## src/rtl/mux_arb_pkg.sv

```systemverilog
// Shared constants, state encoding and the round-robin pick function
// for the mux4_rr_arbiter slice.
package mux_arb_pkg;

    localparam int NREQ  = 4;
    localparam int SEL_W = 2;

    typedef enum logic {
        IDLE  = 1'b0,
        GRANT = 1'b1
    } arb_state_e;

    typedef struct packed {
        logic             found;
        logic [SEL_W-1:0] idx;
    } pick_t;

    // First set request at or after ptr, scanning circularly.
    function automatic pick_t rr_pick(input logic [NREQ-1:0] req,
                                      input logic [SEL_W-1:0] ptr);
        pick_t            p;
        logic [SEL_W-1:0] cand;
        p = '0;
        // Walk from the farthest candidate back to ptr so the nearest one wins.
        for (int i = NREQ - 1; i >= 0; i--) begin
            cand = ptr + SEL_W'(i);
            if (req[cand]) begin
                p.found = 1'b1;
                p.idx   = cand;
            end
        end
        return p;
    endfunction

endpackage

```

## src/rtl/mux4_sel.sv

```systemverilog
// Combinational W-wide 4:1 selector; lane i = lanes[i*W +: W].
module mux4_sel
    import mux_arb_pkg::*;
#(
    parameter int W = 8
) (
    input  logic [NREQ*W-1:0] lanes,
    input  logic [SEL_W-1:0]  sel,
    output logic [W-1:0]      out
);

    assign out = lanes[sel*W +: W];

endmodule

```

## src/rtl/mux4_rr_arbiter.sv

```systemverilog
// Round-robin arbiter owning the select lines of a 4:1 data mux, holding each
// grant until a beat with last; MUX_ARB_TIMEOUT_EN adds a stall-timeout release.
module mux4_rr_arbiter
    import mux_arb_pkg::*;
#(
    parameter int DATA_W      = 8,
    parameter int TIMEOUT_CYC = 16
) (
    input  logic                   clk,
    input  logic                   rst_n,
    input  logic [NREQ-1:0]        req,
    input  logic [NREQ-1:0]        last,
    input  logic [NREQ*DATA_W-1:0] data_in,
    input  logic                   out_ready,
    output logic                   out_valid,
    output logic [DATA_W-1:0]      out_data,
    output logic [NREQ-1:0]        gnt,
    output logic [SEL_W-1:0]       sel,
    output logic                   busy
`ifdef MUX_ARB_TIMEOUT_EN
    ,
    output logic                   timeout
`endif
);

    if (TIMEOUT_CYC < 1) begin : g_bad_timeout
        $error("TIMEOUT_CYC must be at least 1");
    end

    arb_state_e       state_q, state_d;
    logic [SEL_W-1:0] ptr_q, ptr_d;
    logic [SEL_W-1:0] sel_q, sel_d;
    logic [NREQ-1:0]  gnt_q, gnt_d;

    logic             req_sel;
    logic             fire;
    logic             release_now;
    logic             expire;
    logic [SEL_W-1:0] pick_base;
    pick_t            pick;

    mux4_sel #(.W(DATA_W)) u_data_sel (
        .lanes (data_in),
        .sel   (sel_q),
        .out   (out_data)
    );

    mux4_sel #(.W(1)) u_valid_sel (
        .lanes (req),
        .sel   (sel_q),
        .out   (req_sel)
    );

    assign busy      = (state_q == GRANT);
    assign out_valid = busy & req_sel;
    assign fire      = out_valid & out_ready;
    assign gnt       = gnt_q;
    assign sel       = sel_q;

`ifdef MUX_ARB_TIMEOUT_EN
    localparam int CNT_W = $clog2(TIMEOUT_CYC + 1);

    logic [CNT_W-1:0] stall_q, stall_d;
    logic             timeout_q, timeout_d;

    // The edge that ends the TIMEOUT_CYC-th consecutive stalled cycle releases.
    assign expire = busy && !fire && (stall_q == CNT_W'(TIMEOUT_CYC - 1));

    always_comb begin
        stall_d   = stall_q + CNT_W'(1);
        timeout_d = expire;
        if (!busy || fire || expire) begin
            stall_d = '0;
        end
    end

    always_ff @(posedge clk or negedge rst_n) begin
        if (!rst_n) begin
            stall_q   <= '0;
            timeout_q <= 1'b0;
        end else begin
            stall_q   <= stall_d;
            timeout_q <= timeout_d;
        end
    end

    assign timeout = timeout_q;
`else
    assign expire = 1'b0;
`endif

    assign release_now = (fire && last[sel_q]) || expire;
    // On release the search starts just past the finishing requester.
    assign pick_base   = busy ? sel_q + SEL_W'(1) : ptr_q;

    always_comb begin
        // NOTE: every output of this block gets a default first, so no path leaves one unassigned and no latch is inferred.
        state_d = state_q;
        ptr_d   = ptr_q;
        sel_d   = sel_q;
        gnt_d   = gnt_q;
        pick    = rr_pick(req, pick_base);

        if (!busy || release_now) begin
            if (busy) begin
                ptr_d = pick_base;
            end
            if (pick.found) begin
                state_d = GRANT;
                sel_d   = pick.idx;
                gnt_d   = NREQ'(1) << pick.idx;
            end else begin
                state_d = IDLE;
                sel_d   = '0;
                gnt_d   = '0;
            end
        end
    end

    always_ff @(posedge clk or negedge rst_n) begin
        // NOTE: state flops use non-blocking assignments so every register samples pre-edge values regardless of block order.
        if (!rst_n) begin
            state_q <= IDLE;
            ptr_q   <= '0;
            sel_q   <= '0;
            gnt_q   <= '0;
        end else begin
            state_q <= state_d;
            ptr_q   <= ptr_d;
            sel_q   <= sel_d;
            gnt_q   <= gnt_d;
        end
    end

endmodule

```

## config.mk

```make
export PLATFORM = sky130hd
export DESIGN_NAME = mux4_rr_arbiter
export DESIGN_NICKNAME = d
export VERILOG_FILES = /design/src/rtl/mux_arb_pkg.sv /design/src/rtl/mux4_sel.sv /design/src/rtl/mux4_rr_arbiter.sv
export SDC_FILE = /design/constraint.sdc
export NUM_CORES = 1
export LEC_CHECK = 0
export ABC_CLOCK_PERIOD_IN_PS = 1800
export BUFFER_PORTS_ARGS = -buffer_cell sky130_fd_sc_hd__buf_2
export CAP_MARGIN = 25
export CORE_ASPECT_RATIO = 0.6
export CORE_MARGIN = 2
export CORE_UTILIZATION = 37
export DETAILED_ROUTE_END_ITERATION = 10
export PLACE_DENSITY = 0.76
export SLEW_MARGIN = 30
export SYNTH_ARGS = -nofsm -noshare
export SYNTH_HDL_FRONTEND = slang
export SYNTH_HIERARCHICAL = 1
export SYNTH_SLANG_ARGS = --single-unit
```

## constraint.sdc

```tcl
create_clock -name clk -period 1.8 [get_ports clk]
set_clock_uncertainty 0.05 [all_clocks]
set_input_delay 0.27 -clock clk [delete_from_list [all_inputs] [get_ports clk]]
set_output_delay 0.27 -clock clk [all_outputs]
set_load 0.02 [all_outputs]
```

==> out/metrics.cfg <==
[outcome]
outcome = complete, but fails checks
failed_checks = negative setup slack

[routing]
wl_met2_um = 1210
wire_per_inst_um = 15.0
wirelength_um = 2670
first_iter_violations = 98
drc = 0
drt_first_pass_iters = 4
antenna_left = 0
wl_met3_um = 140
wl_met1_um = 1280
topRoutingLayerUsed = met4
num_vias = 937
viasPerCell = 5.26

[layout]
drive_above_1_share = 0.662
antenna_cells = 0
fin_nets = 192
areaGrowthSynthToFinish_pct = 55.7
final_cells = 178
fillCellCount = 206
multi_input_area_sq_um = 593
post-route-cell-area_sq_um = 1340
seqCellArea_sq_um = 226

[place]
numPortBuffers = 58
numPlacedInstances = 169
gp_congestion = 0.899
placed_cell_area_sq_um = 1180
place_hpwl_um = 2080

[synth]
async_reset_ff_frac = 1.00
synth_common_cells = 10 x mux4_2, 9 x dfrtp_1, 9 x nand2_1
syn-mean-instance-area_sq_um = 10.7
yosysWarnings = 6
yosys.area.top_type = dfrtp_1
synthFlopType = dfrtp_1
synth.top_cell.area_share = 0.262
synth_nets = 123
synth-seq-area-share = 0.262
synth.distinct_cells = 32
yosysMostFrequentCell = mux4_2
postSynthCellCount = 80
syn_area_sq_um = 860
synth_edf_count = 0
ys_seq_elements = 9
synth.area.top_cells = dfrtp_1 26%, mux4_2 26%, buf_6 5.2%

[timing]
final-hold-violation-count = 0
fmax_mhz = 541
slew_viol_final = 0
timing.hold.ws_ns = 0.295
setup_viol = 10
worstMarginPinSlew_ns = 0.367
rsz0062_at_grt = true
worst_slack_ns = -0.0483
max_slew_margin = 0.754
fin_crit_ns = 1.85
fin_setup_tns_ns = -0.259
finalCritPeriodShare = 1.03

[worst_setup_path]
cp-start-kind = register
crit_buf_inv = 1
end_kind = output port
crit_type = reg2out
critical-path-top-delay-family = multiplexers
required_ns = 1.48
slowest_stage = mux4_2
cp.arrival_ns = 1.53
cp_max_fo = 5
cp_cell_sequence = mux4_2 > and2_4 > buf_6
slowest_delay_ns = 0.56

[hold_path]
hold_class = in2reg

[clock_network]
cts_tree = done
htreeDepth = 1
path_clk_slew_ns = 0.05
clk-insertion-delay-late_ns = 0.24
cts_made_buffers = 3
cts.sinks = 9
root_buffer = clkbuf_8
cts_buffer_depth = 2

[power]
ir_worst_vdd_mv = 0.811
cellLeakagePower_uw = 0.000652
p_per_area_nw_per_um2 = 1500

[die]
start_util = 0.394
die-area_sq_um = 2740
die_y_um = 41.3
boundaryPins = 59
fp.coreArea_sq_um = 2180
die_x_um = 66.2
placementRows = 13

[global_routing]
grtUsageTotal = 0.188
grt_pass1_wl_um = 3560
grt_remaining_overflow = 0
first_global_vias = 721
antenna_found_initial = 0
grt_start_max_net_pins = 14

[flow_run]
drv_cap = 0

-- routing by layer --
metal / global-route usage / vias up
li1: - / 455
met1: 0.288 / 434
met2: 0.243 / 36
met3: 0.0565 / 12
met4: 0.0612 / 0
met5: 0 / -
-- cells in the final DEF, fill, tap and decap left out, types with 2 or more instances in the layout --
| master | count |
|---|---|
| nand2b_2 | 2 |
| inv_1 | 4 |
| clkbuf_8 | 3 |
| dfrtp_1 | 8 |
| nand2_1 | 9 |
| nor2_1 | 4 |
| buf_4 | 9 |
| buf_2 | 56 |
| o41ai_2 | 2 |
| o41ai_1 | 2 |
| a211oi_1 | 2 |
| buf_12 | 2 |
| buf_6 | 2 |
| a21oi_1 | 5 |
| and3_2 | 2 |
| o21ai_0 | 4 |
| mux4_2 | 10 |
-- worst reg2reg max path, delay by kind of cell (launching register included) --
kind	cells	cell delay, ns
buffers and inverters	2	0.33
AOI/OAI and AO/OA	2	0.25
muxes	1	0.56
DFF	1	0.44
and+or+nand+nor	1	0.08
-- stage by stage --
stage          setup WS (ns)  utilization  total power (uW)
3_3_place_gp          0.0611        0.543              1530
2_1_floorplan         0.0497            -              1250
3_5_place_dp         -0.0375        0.543              1560
6_report             -0.0483        0.614              2000
4_1_cts              -0.0438        0.599              1940
5_1_grt              -0.0888        0.614              2140
-- cells by family after synthesis --
family                 share of synthesized area
multiplexers                               0.262
AO/OA/AOI/OAI                              0.226
flip-flops                                 0.262
XOR/XNOR                                  0.0102
buffers and inverters                     0.0844
AND/OR/NAND/NOR                            0.156
-- what timing repair did --
action                                 CTS  global route
pin swaps                                2             1
resized for setup                        6             7
setup endpoints to repair               10            15
setup buffers                            4             0
hold buffers                             1             0
endpoints found under the hold margin    9             0
gates cloned                             0             0
-- area by class of cell --
type / instances / share of cell area
inverter: 4 / 0.0112
sequential: 9 / 0.169
tap: 30 / 0.0280
clock buffer: 3 / 0.0308
clock inverter: 1 / 0.00374
multi-input combinational: 61 / 0.443
timing repair buffer: 70 / 0.314
-- registers in the layout (all words and copies together) (netlist names) --
signal,count
gnt,4
ptr_q,2
busy,1
sel,2
-- power breakdown --
group / switching, uW / internal (uW) / total, uW
clock: 91.4 / 152 / 243
sequential: 88.3 / 288 / 377
combinational: 695 / 690 / 1390
total: 875 / 1130 / 2000
-- worst paths after layout --
kind / start / endpoint / slack [ns] / cells past startpoint
min reg2reg: gnt[1] / gnt[1] / 0.42 / 2
max reg2reg: sel[0] / gnt[0] / -0.02 / 6
min in group asynchronous: rst_n / gnt[1] / 0.36 / 2
max in group asynchronous: rst_n / sel[0] / 1.13 / 2
max: sel[0] / out_valid / -0.05 / 3
min: req[0] / busy / 0.30 / 3
(Power assumes the default switching activity.)
